### config.mk
export PLATFORM = sky130hd
export DESIGN_NAME = pipe_stage_skid
export DESIGN_NICKNAME = d
export VERILOG_FILES = /design/src/rtl/pipe_pkg.sv /design/src/rtl/pipe_stage_skid_sat_counter.sv /design/src/rtl/pipe_stage_skid.sv
export SDC_FILE = /design/constraint.sdc
export NUM_CORES = 1
export LEC_CHECK = 0
export BUFFER_PORTS_ARGS = -buffer_cell sky130_fd_sc_hd__buf_2
export CAP_MARGIN = 20
export CORE_MARGIN = 3
export CORE_UTILIZATION = 50
export CTS_CLUSTER_DIAMETER = 30
export CTS_CLUSTER_SIZE = 40
export DETAILED_ROUTE_END_ITERATION = 10
export GPL_TIMING_DRIVEN = 0
export MAX_ROUTING_LAYER = met4
export PLACE_DENSITY = 0.75
export SLEW_MARGIN = 40
export SYNTH_ARGS = -nofsm -noshare
export SYNTH_HDL_FRONTEND = slang
export SYNTH_HIERARCHICAL = 1
export SYNTH_SLANG_ARGS = --single-unit
### constraint.sdc
create_clock -name i_clk -period 1.3 [get_ports i_clk]
set_input_delay 0.13 -clock i_clk [delete_from_list [all_inputs] [get_ports i_clk]]
set_output_delay 0.13 -clock i_clk [all_outputs]
set_load 0.01 [all_outputs]
### src/rtl/pipe_pkg.sv
// Shared types and constants for the elastic pipeline-stage registers.
package pipe_pkg;

  typedef enum logic [1:0] {
    ST_EMPTY,
    ST_BUSY,
    ST_FULL
  } skid_state_t;

  localparam logic [31:0] MIPS_NOP = 32'h0000_0000;

endpackage : pipe_pkg

### src/rtl/pipe_stage_skid_sat_counter.sv
// Saturating up-counter with synchronous active-high clear.
module sat_counter #(
  parameter int W = 16
) (
  input  logic         clk,
  input  logic         rst,
  input  logic         inc,
  output logic [W-1:0] count
);

  logic [W-1:0] count_reg;

  always_ff @(posedge clk) begin
    if (rst) begin
      count_reg <= '0;
    end else if (inc && (count_reg != {W{1'b1}})) begin
      count_reg <= count_reg + 1'b1;
    end
  end

  assign count = count_reg;

endmodule : sat_counter

### src/rtl/pipe_stage_skid.sv
// Elastic pipeline-stage register: valid/ready handshake, 2-entry skid buffer, synchronous flush.
// Optional stall/flush statistics counters are enabled by defining PIPE_STAGE_STATS_EN.
module pipe_stage_skid
  import pipe_pkg::*;
#(
  parameter int               NBITS     = 32,
  parameter int               IBITS     = 32,
  parameter logic [IBITS-1:0] NOP_INSTR = IBITS'(MIPS_NOP),
  parameter int               CNT_BITS  = 16
) (
  input  logic                i_clk,
  input  logic                i_rst,
  input  logic                i_valid,
  output logic                o_ready,
  input  logic [NBITS-1:0]    i_pc,
  input  logic [IBITS-1:0]    i_instruction,
  input  logic                i_hazard_detected,
  input  logic                i_ready,
  input  logic                i_flush,
  output logic                o_valid,
  output logic [NBITS-1:0]    o_pc,
  output logic [IBITS-1:0]    o_instruction
`ifdef PIPE_STAGE_STATS_EN
  ,
  output logic [CNT_BITS-1:0] o_stall_cnt,
  output logic [CNT_BITS-1:0] o_flush_cnt
`endif
);

  skid_state_t      state_reg, state_next;
  logic [NBITS-1:0] main_pc_reg, main_pc_next;
  logic [IBITS-1:0] main_instr_reg, main_instr_next;
  logic [NBITS-1:0] skid_pc_reg, skid_pc_next;
  logic [IBITS-1:0] skid_instr_reg, skid_instr_next;
  logic             ready_reg, ready_next;

  logic dn_ready;
  logic accept;

  assign dn_ready = i_ready & ~i_hazard_detected;
  assign accept   = i_valid & ready_reg;

  always_comb begin
    state_next      = state_reg;
    main_pc_next    = main_pc_reg;
    main_instr_next = main_instr_reg;
    skid_pc_next    = skid_pc_reg;
    skid_instr_next = skid_instr_reg;

    if (i_flush) begin
      state_next      = ST_EMPTY;
      main_pc_next    = '0;
      main_instr_next = NOP_INSTR;
      skid_pc_next    = '0;
      skid_instr_next = NOP_INSTR;
    end else begin
      case (state_reg)
        ST_EMPTY: begin
          if (accept) begin
            state_next      = ST_BUSY;
            main_pc_next    = i_pc;
            main_instr_next = i_instruction;
          end
        end
        ST_BUSY: begin
          if (accept && dn_ready) begin
            main_pc_next    = i_pc;
            main_instr_next = i_instruction;
          end else if (accept) begin
            // Downstream stalled: park the new entry, keep the output stable.
            state_next      = ST_FULL;
            skid_pc_next    = i_pc;
            skid_instr_next = i_instruction;
          end else if (dn_ready) begin
            // Drained with nothing behind it: emit a bubble, PC left as-is.
            state_next      = ST_EMPTY;
            main_instr_next = NOP_INSTR;
          end
        end
        ST_FULL: begin
          if (dn_ready) begin
            state_next      = ST_BUSY;
            main_pc_next    = skid_pc_reg;
            main_instr_next = skid_instr_reg;
            skid_pc_next    = '0;
            skid_instr_next = NOP_INSTR;
          end
        end
        default: begin
          state_next      = ST_EMPTY;
          main_pc_next    = '0;
          main_instr_next = NOP_INSTR;
          skid_pc_next    = '0;
          skid_instr_next = NOP_INSTR;
        end
      endcase
    end

    // Ready is a flop so upstream never sees a combinational path from i_ready.
    ready_next = (state_next != ST_FULL);
  end

  always_ff @(posedge i_clk) begin
    if (i_rst) begin
      state_reg      <= ST_EMPTY;
      main_pc_reg    <= '0;
      main_instr_reg <= NOP_INSTR;
      skid_pc_reg    <= '0;
      skid_instr_reg <= NOP_INSTR;
      ready_reg      <= 1'b1;
    end else begin
      state_reg      <= state_next;
      main_pc_reg    <= main_pc_next;
      main_instr_reg <= main_instr_next;
      skid_pc_reg    <= skid_pc_next;
      skid_instr_reg <= skid_instr_next;
      ready_reg      <= ready_next;
    end
  end

  assign o_valid       = (state_reg != ST_EMPTY);
  assign o_ready       = ready_reg;
  assign o_pc          = main_pc_reg;
  assign o_instruction = main_instr_reg;

`ifdef PIPE_STAGE_STATS_EN
  sat_counter #(.W(CNT_BITS)) u_stall_cnt (
    .clk   (i_clk),
    .rst   (i_rst),
    .inc   (o_valid & ~dn_ready),
    .count (o_stall_cnt)
  );

  sat_counter #(.W(CNT_BITS)) u_flush_cnt (
    .clk   (i_clk),
    .rst   (i_rst),
    .inc   (i_flush),
    .count (o_flush_cnt)
  );
`endif

endmodule : pipe_stage_skid

-- Yosys cells after proc, flatten, opt, wreduce, memory -nomap -nowiden
Index checks and enable logic that the tools add are counted.
- equality and inequality tests: 10
- mux-type cells: 21
- bitwise gates (word level): 4
- reductions and logical operators: 7
- operators with widths (kind ; number):
    32-bit case mux with 3 select lines ; 4
    32-bit two-way mux ; 10
    2-bit two-way mux ; 6
    2-bit inequality test (second input constant) ; 6
    4-bit AND reduction ; 2
    3-bit inequality test (second input constant) ; 2
    2-bit case mux with 3 select lines ; 1
    3-bit AND reduction ; 1
    1-bit AND ; 2
    2-bit by 1-bit equality test with 1-bit output (second input constant) ; 1
    2-bit equality test (second input constant) ; 1
    2-bit logical NOT ; 1
    1-bit NOT ; 2
    2-bit nonzero test ; 1
    2-bit OR reduction ; 1
    1-bit logical AND ; 1
- flip-flop bits (word level): 131
- input bits: 70
- output and inout bits: 66
- logic and storage cells: 48

-- Depth between registers and ports, before layout
Gate-level depths: netlist of the first run.
- depth after elaboration: 8
- depth in mapped cells: 7
- gate-level depth less buffers: 4

-- Least setup slack after synthesis of the first run
No wires, ideal clock.
- path kind: flip-flop to flip-flop
- start: register state_reg[0]
- end: register main_pc_reg[10], in the netlist o_pc[10]
- library setup time: 0.146 ns
- arrival time: 1.308 ns
- required time: 1.154 ns
- slack: -0.154 ns
- cell stages (with the launch flop): 8
- path buffers: 3
- period minus slack after synthesis: 1.454 ns
- cells stage by stage: dfxtp_1 -> buf_6 -> nor2b_1 -> buf_4 -> o21a_4 -> nor2_4 -> buf_6 -> a211oi_2
- word-level cells in the longest chain between the ends: 3
- elaborated cells on any way between the ends: 8
- those cells by class: eq/ne (5); mux (1); reduce/logical (2)
- RTL lines (element ; RTL line ; source):
    start, declared ; pipe_stage_skid.sv:30 ; skid_state_t state_reg, state_next;
    start signal, assigned ; pipe_stage_skid.sv:112 ; state_reg <= state_next;
    2-bit by 1-bit equality test with 1-bit output, or another cell as far along ; pipe_stage_skid.sv:57 ; case (state_reg)
    2-bit inequality test (no line) ; -- ;
    3-bit AND reduction (no line) ; -- ;
    end signal, assigned ; pipe_stage_skid.sv:113 ; main_pc_reg <= main_pc_next;
    end, declared ; pipe_stage_skid.sv:31 ; logic [NBITS-1:0] main_pc_reg, main_pc_next;
Several ways; a longest one is shown, not always the timed one.
A chain may end at the register's enable or synchronous reset.

-- Worst setup path in the final report of the first run
- start: register state_reg[1]
- end: register skid_pc_reg[29]
- word-level cells in the longest chain between the ends: 3
- elaborated cells on any way between the ends: 9
- those cells by class: eq/ne (5); mux (1); bitwise (1); reduce/logical (2)
- RTL lines (element ; RTL line ; source):
    2-bit by 1-bit equality test with 1-bit output, or another cell as far along ; pipe_stage_skid.sv:57 ;
    2-bit inequality test (no line) / 1-bit NOT (equally long branches) ; -- ;
    4-bit AND reduction (no line) ; -- ;
    end signal, assigned ; pipe_stage_skid.sv:115 ; skid_pc_reg <= skid_pc_next;
    end, declared ; pipe_stage_skid.sv:33 ; logic [NBITS-1:0] skid_pc_reg, skid_pc_next;
Several ways; a longest one is shown, not always the timed one.

==> results.sh, run 1 <==
export IMPL_fillers=827
export IMPL_synth_async_reset_ratio=0
export IMPL_pre_cts_slack_ns=-0.416
export IMPL_via_count=7162
export IMPL_arrival_ns=1.94
export IMPL_vias_per_cell=6.16
export IMPL_hold_path_end="skid_pc_reg[7]"
export IMPL_violations="negative setup slack"
export IMPL_fp_dieH_um=119
export IMPL_min_period_over_period=1.23
export IMPL_drv_cap=0
export IMPL_powerDensity_nw_per_um2=1200
export IMPL_grt_overflow=0
export IMPL_crit_family="buffers and inverters"
export IMPL_clock_sinks=131
export IMPL_ys_ff_latch=131
export IMPL_period_minus_slack_ns=1.60
export IMPL_tightest_slew_ns=0.789
export IMPL_routed_wl_um=23100
export IMPL_syn_avg_cell_area_um2=8.24
export IMPL_crit_buf_inv=5
export IMPL_rsz0062_at_grt="yes"
export IMPL_finalWeightedCongestion=0.899
export IMPL_drive_gt1_frac=0.399
export IMPL_root_buffer="clkbuf_16"
export IMPL_path_cells="buf_6, buf_6, buf_6, a21oi_4, buf_12, buf_8, o21ai_0, a21oi_1"
export IMPL_r2r_end="skid_pc_reg[29]"
export IMPL_reg2reg_depth=8
export IMPL_first_pass_iters=6
export IMPL_clk_latency_ns=0.43
export IMPL_core_area_um2=12300
export IMPL_slew_violations=0
export IMPL_status="finished with violations"
export IMPL_reg2reg_slack_ns=-0.30
export IMPL_path_max_fanout=10
export IMPL_skew_ns=0.00726
export IMPL_p_leak_uw=0.00356
export IMPL_clkTransAtPathRegs_ns=0.06
export IMPL_h_tree_depth=4
export IMPL_synth_edf_count=0
export IMPL_worstSetupStartpointType="flop"
export IMPL_power_uw=11300
export IMPL_whs_path_depth=3
export IMPL_grt_pass1_vias=6743
export IMPL_initialDrtViolationCount=679
export IMPL_hpwl_um=13900
export IMPL_setup_viol=130
export IMPL_setup_slack_ns=-0.297
export IMPL_cts_made_buffers=17
export IMPL_min_delay_start="i_pc[7]"
export IMPL_synth_cells=777
export IMPL_max_freq_mhz=626
export IMPL_antenna_left=0
export IMPL_cpMostUsedCell="buf_6"
export IMPL_rr_startpoint="state_reg[1]"
export IMPL_track_usage=0.308
export IMPL_nets=1051
export IMPL_area_growth_pct=46.4
export IMPL_synthFlopType="dfxtp_1"
export IMPL_antenna_found_initial=0
export IMPL_fin_hold_ws_ns=0.0145
export IMPL_synth_nets=847
export IMPL_clockBufferDepth=2
export IMPL_port_buffers=134
export IMPL_yosysWarnings=6
export IMPL_required_ns=1.64
export IMPL_die_w_um=119
export IMPL_end_kind="flop"
export IMPL_irDropWorstVdd_mv=1.09
export IMPL_slowest_stage="dfxtp_2"
export IMPL_cpPeakStageDelay_ns=0.32
export IMPL_min_delay_path_class="input pin to flop"
export IMPL_slew_limit_headroom=0.474
export IMPL_drc=0
export IMPL_finalHoldViolations=0
export IMPL_num_rows=40
export IMPL_path_class="flop to flop"
export IMPL_avgRoutedWirePerCell_um=19.9
export IMPL_cts_tree="built"
export IMPL_grt_max_degree=17
export IMPL_ios=136
export IMPL_synth_area_um2=6400
export IMPL_yosysSeqAreaShare=0.409
export IMPL_fp_dieArea_um2=14200
export IMPL_start_util=0.522
export IMPL_diodes=0
export IMPL_grt_pass1_wl_um=34200
export IMPL_synth_cell_types=37
-- power by group --
part	switching [uW]	internal, uW	total [uW]
Combinational	1150	842	1990
Clock	1810	3280	5100
Sequential	66.7	4120	4190
-- repair_timing --
| action | 4_1_cts | 5_1_grt |
|---|---|---|
| endpoints found under the setup margin | 132 | 132 |
| buffers inserted | 21 | 7 |
| endpoints found under the hold margin | 19 | 0 |
| pin swaps | 10 | 38 |
| hold buffers | 20 | 0 |
| cloned | 5 | 4 |
| resized for setup | 98 | 179 |
-- routing by layer --
| layer | vias up | share of wire | GRT usage |
|---|---|---|---|
| met2 | 444 | 0.48 | 0.476 |
| met4 | 0 | 0.036 | 0.150 |
| met3 | 83 | 0.085 | 0.0660 |
| met1 | 3391 | 0.40 | 0.384 |
| met5 | - | 0 | - |
| li1 | 3244 | - | - |
-- layout by cell type (no fill, tap or decap), types with 8 or more instances in the layout --
cell type      count
buf_2            141
dfxtp_1          128
a21oi_1          116
nand2_1           65
o21ai_0           53
nand4b_1          37
o21ai_1           35
nand3_1           28
mux2i_1           27
a21oi_2           27
buf_4             25
o22ai_1           25
nor2b_1           23
a211oi_2          23
buf_6             22
clkbuf_16         20
dlygate4sd3_1     20
clkbuf_1          19
clkbuf_4          15
a21oi_4           12
nor3_2            11
o22ai_2           10
clkbuf_2          10
buf_12             9
inv_1              9
buf_8              8
-- through the flow --
step           cell area, um2  cells  setup TNS [ns]   util
5_1_grt                  9380   1162          -25.86  0.765
4_1_cts                  8690   1155          -19.51  0.709
3_3_place_gp             7310   1079          -36.16  0.596
6_report                 9380   1162          -21.30  0.765
3_5_place_dp             7310   1079          -38.87  0.596
2_1_floorplan            6430    777           -6.26      -
-- worst register-to-register path: cells and delay by family (launching register included) --
kind / cells / cell delay, ns
AOI/OAI and AO/OA: 3 / 0.50
buffers and inverters: 5 / 0.67
DFF: 1 / 0.32
-- kinds of logic after synthesis --
| family | Yosys count | share of synthesized area |
|---|---|---|
| compound gates | 320 | 0.290 |
| flops | 131 | 0.409 |
| simple gates | 197 | 0.175 |
| mux | 32 | 0.0500 |
| buf+inv | 97 | 0.0764 |
-- synth_stat cells, types with 4 or more instances --
master    instances  area share
inv_1             9      0.0053
o21ai_0          77       0.060
nor2b_1          25       0.024
o21ai_1          19       0.015
buf_4             9       0.011
buf_6             8       0.014
a211oi_1          4      0.0047
dfxtp_1         131        0.41
clkbuf_1         42       0.025
nand3_1          28       0.022
buf_2            19       0.015
nor3_1           17       0.013
nand2_1          74       0.043
a211oi_2         20       0.039
clkbuf_2          6      0.0047
buf_1             4      0.0023
mux2i_1          32       0.050
a21oi_1         154        0.12
o22ai_1          40       0.039
nand4b_1         37       0.051
-- worst max-delay path by stage --
stage / start / to / slack, ns / cells past startpoint
2_1_floorplan: state_reg[1] / o_pc[10] / -0.12 / 7
3_3_place_gp: state_reg[0] / o_instruction[12] / -0.38 / 6
3_5_place_dp: state_reg[0] / o_instruction[11] / -0.42 / 6
4_1_cts: state_reg[0] / o_pc[20] / -0.21 / 7
5_1_grt: state_reg[1] / skid_pc_reg[29] / -0.30 / 8
6_report: state_reg[1] / skid_pc_reg[29] / -0.30 / 8
-- cell type report --
class / count / area, um2 / area share
Buffer: 84 / 704 / 0.0751
Clock buffer: 21 / 460 / 0.0491
Clock inverter: 11 / 158 / 0.0168
Inverter: 9 / 33.8 / 0.00360
Multi-Input combinational cell: 549 / 3900 / 0.416
Sequential cell: 131 / 2630 / 0.280
Tap cell: 168 / 210 / 0.0224
Timing Repair Buffer: 189 / 1280 / 0.137
No activity file was read; power rests on OpenSTA's default activity.
==> run 2: changes to the inputs <==
--- a/config.mk
+++ b/config.mk
@@ -20,3 +20,4 @@
 export SYNTH_HDL_FRONTEND = slang
 export SYNTH_HIERARCHICAL = 1
 export SYNTH_SLANG_ARGS = --single-unit
+export TNS_END_PERCENT = 1
==> constraint.sdc (replaced) <==
create_clock -name i_clk -period 1.3 [get_ports i_clk]
set_input_delay 0.065 -clock i_clk [delete_from_list [all_inputs] [get_ports i_clk]]
set_output_delay 0.065 -clock i_clk [all_outputs]
set_load 0.01 [all_outputs]
==> run 2 against run 1 <==
Net effect:
- global-route usage shrank 0.57 points
- total power shrank 8.6%
- worst setup slack gained 0.057 ns
- the flow still finishes with violations (negative setup slack)
- hold slack gained 0.032 ns
- final cell count grew 0.86%
- critical path type unchanged
- non-clock buffer count grew 11
- critical path depth is the same
- maximum frequency grew 3.7%
==> results.sh, run 2 (synthesis gave the netlist of run 1 again) <==
export IMPL_status="finished with violations"
export IMPL_violations="negative setup slack"
export IMPL_cpMostUsedCell="buf_8"
export IMPL_root_buffer="clkbuf_16"
export IMPL_cts_tree="built"
export IMPL_avgRoutedWirePerCell_um=18.7
export IMPL_grt_pass1_wl_um=33800
export IMPL_core_area_um2=12300
export IMPL_h_tree_depth=4
export IMPL_drive_gt1_frac=0.329
export IMPL_hold_path_end="skid_pc_reg[28]"
export IMPL_path_max_fanout=10
export IMPL_nets=1062
export IMPL_path_cells="buf_8, nor2b_4, buf_6, o21ai_4, buf_12, buf_8, a21oi_2, a211oi_2"
export IMPL_num_rows=40
export IMPL_rr_startpoint="state_reg[1]"
export IMPL_final_core_util=0.738
export IMPL_arrival_ns=1.82
export IMPL_end_kind="flop"
export IMPL_cpPeakStageDelay_ns=0.34
export IMPL_layout_commonest_cell="buf_2"
export IMPL_start_util=0.522
export IMPL_min_delay_start="i_pc[28]"
export IMPL_slew_limit_headroom=0.515
export IMPL_multiInputGateArea_um2=3590
export IMPL_tightest_slew_ns=0.728
export IMPL_clockBufferDepth=2
export IMPL_fillers=896
export IMPL_hpwl_um=13500
export IMPL_grt_overflow=0
export IMPL_skew_ns=0.00679
export IMPL_fp_dieH_um=119
export IMPL_p_leak_uw=0.00345
export IMPL_worstSetupStartpointType="flop"
export IMPL_seq_area_um2=2630
export IMPL_slew_violations=0
export IMPL_max_freq_mhz=649
export IMPL_min_period_over_period=1.18
export IMPL_powerDensity_nw_per_um2=1140
export IMPL_setup_slack_ns=-0.240
export IMPL_final_cell_mix="buf_2 (143), a21oi_1 (130), dfxtp_1 (128)"
export IMPL_r2r_end="o_pc[13]"
export IMPL_tns_ns=-15.74
export IMPL_antenna_found_initial=1
export IMPL_slowest_stage="dfxtp_2"
export IMPL_whs_path_depth=4
export IMPL_finalWeightedCongestion=0.928
export IMPL_area_growth_pct=41.3
export IMPL_fp_dieArea_um2=14200
export IMPL_vias_per_cell=6.00
export IMPL_reg2reg_slack_ns=-0.24
export IMPL_antenna_left=0
export IMPL_track_usage=0.303
export IMPL_rsz0062_at_grt="yes"
export IMPL_setup_viol=131
export IMPL_ios=136
export IMPL_cts_made_buffers=17
export IMPL_reg2reg_depth=8
export IMPL_required_ns=1.58
export IMPL_grt_max_degree=17
export IMPL_finalHoldViolations=0
export IMPL_clk_latency_ns=0.43
export IMPL_clkTransAtPathRegs_ns=0.05
export IMPL_die_w_um=119
export IMPL_first_pass_iters=5
export IMPL_grt_pass1_vias=6602
export IMPL_drc=0
export IMPL_irDropWorstVdd_mv=0.897
export IMPL_min_delay_path_class="input pin to flop"
export IMPL_routed_wl_um=21900
export IMPL_drv_cap=0
export IMPL_path_class="flop to flop"
export IMPL_clock_sinks=131
export IMPL_period_minus_slack_ns=1.54
export IMPL_initialDrtViolationCount=798
export IMPL_port_buffers=134
export IMPL_via_count=7033
## run 2: where the power goes
| part | switching, uW | internal [uW] | total [uW] |
|---|---|---|---|
| sequential | 69.6 | 4120 | 4190 |
| combinational | 1050 | 796 | 1840 |
| clock | 1680 | 2590 | 4270 |
| total | 2800 | 7510 | 10300 |
## run 2: per-stage QoR
stage,worst slack [ns],cells,instance area (um2),hold WS (ns),total power (uW)
CTS,-0.204,1170,8770,0.0424,10100
global placement,-0.456,1079,7290,0.362,5610
finish,-0.240,1172,9050,0.0460,10300
global route,-0.277,1172,9050,0.0630,10600
floorplan,-0.117,777,6410,0.217,5110
detailed placement,-0.434,1079,7290,0.364,5610
## run 2: worst max-delay path by stage
| stage | from | endpoint | slack [ns] |
|---|---|---|---|
| after floorplan | state_reg[1] | o_pc[10] | -0.12 |
| after detailed placement | state_reg[0] | o_instruction[20] | -0.43 |
| final | state_reg[1] | o_pc[13] | -0.24 |
| after global routing | state_reg[1] | o_pc[4] | -0.28 |
| after global placement | state_reg[0] | o_instruction[20] | -0.46 |
| after CTS | state_reg[1] | o_pc[26] | -0.20 |
## run 2: worst max-delay path: cells and delay by family, from the launching register on
family,cells,cell delay (ns)
buf+inv,4,0.55
compound gates,3,0.26
flops,1,0.34
simple gates,1,0.23
## run 2: metal layers
layer	GRT usage	wire (um)	vias to the layer above
met2	0.485	10700	411
li1	-	-	3253
met5	-	0	-
met1	0.374	8660	3302
met4	0.101	663	0
met3	0.0755	1930	67
## run 2: layout make-up
type | instances | share of cell area
timing repair buffer | 201 | 0.156
antenna | 1 | 0.000277
buffer | 83 | 0.0723
tap | 168 | 0.0232
inverter | 9 | 0.00373
sequential | 131 | 0.291
multi-input combinational | 549 | 0.397
clock inverter | 6 | 0.00332
clock buffer | 24 | 0.0543
## run 2: repair_timing
action | in CTS | in global routing
hold buffers | 42 | 0
pin swaps | 17 | 30
buffers inserted | 18 | 3
setup endpoints to repair | 132 | 132
cloned | 4 | 0
resized for setup | 127 | 89
endpoints found under the hold margin | 41 | 0
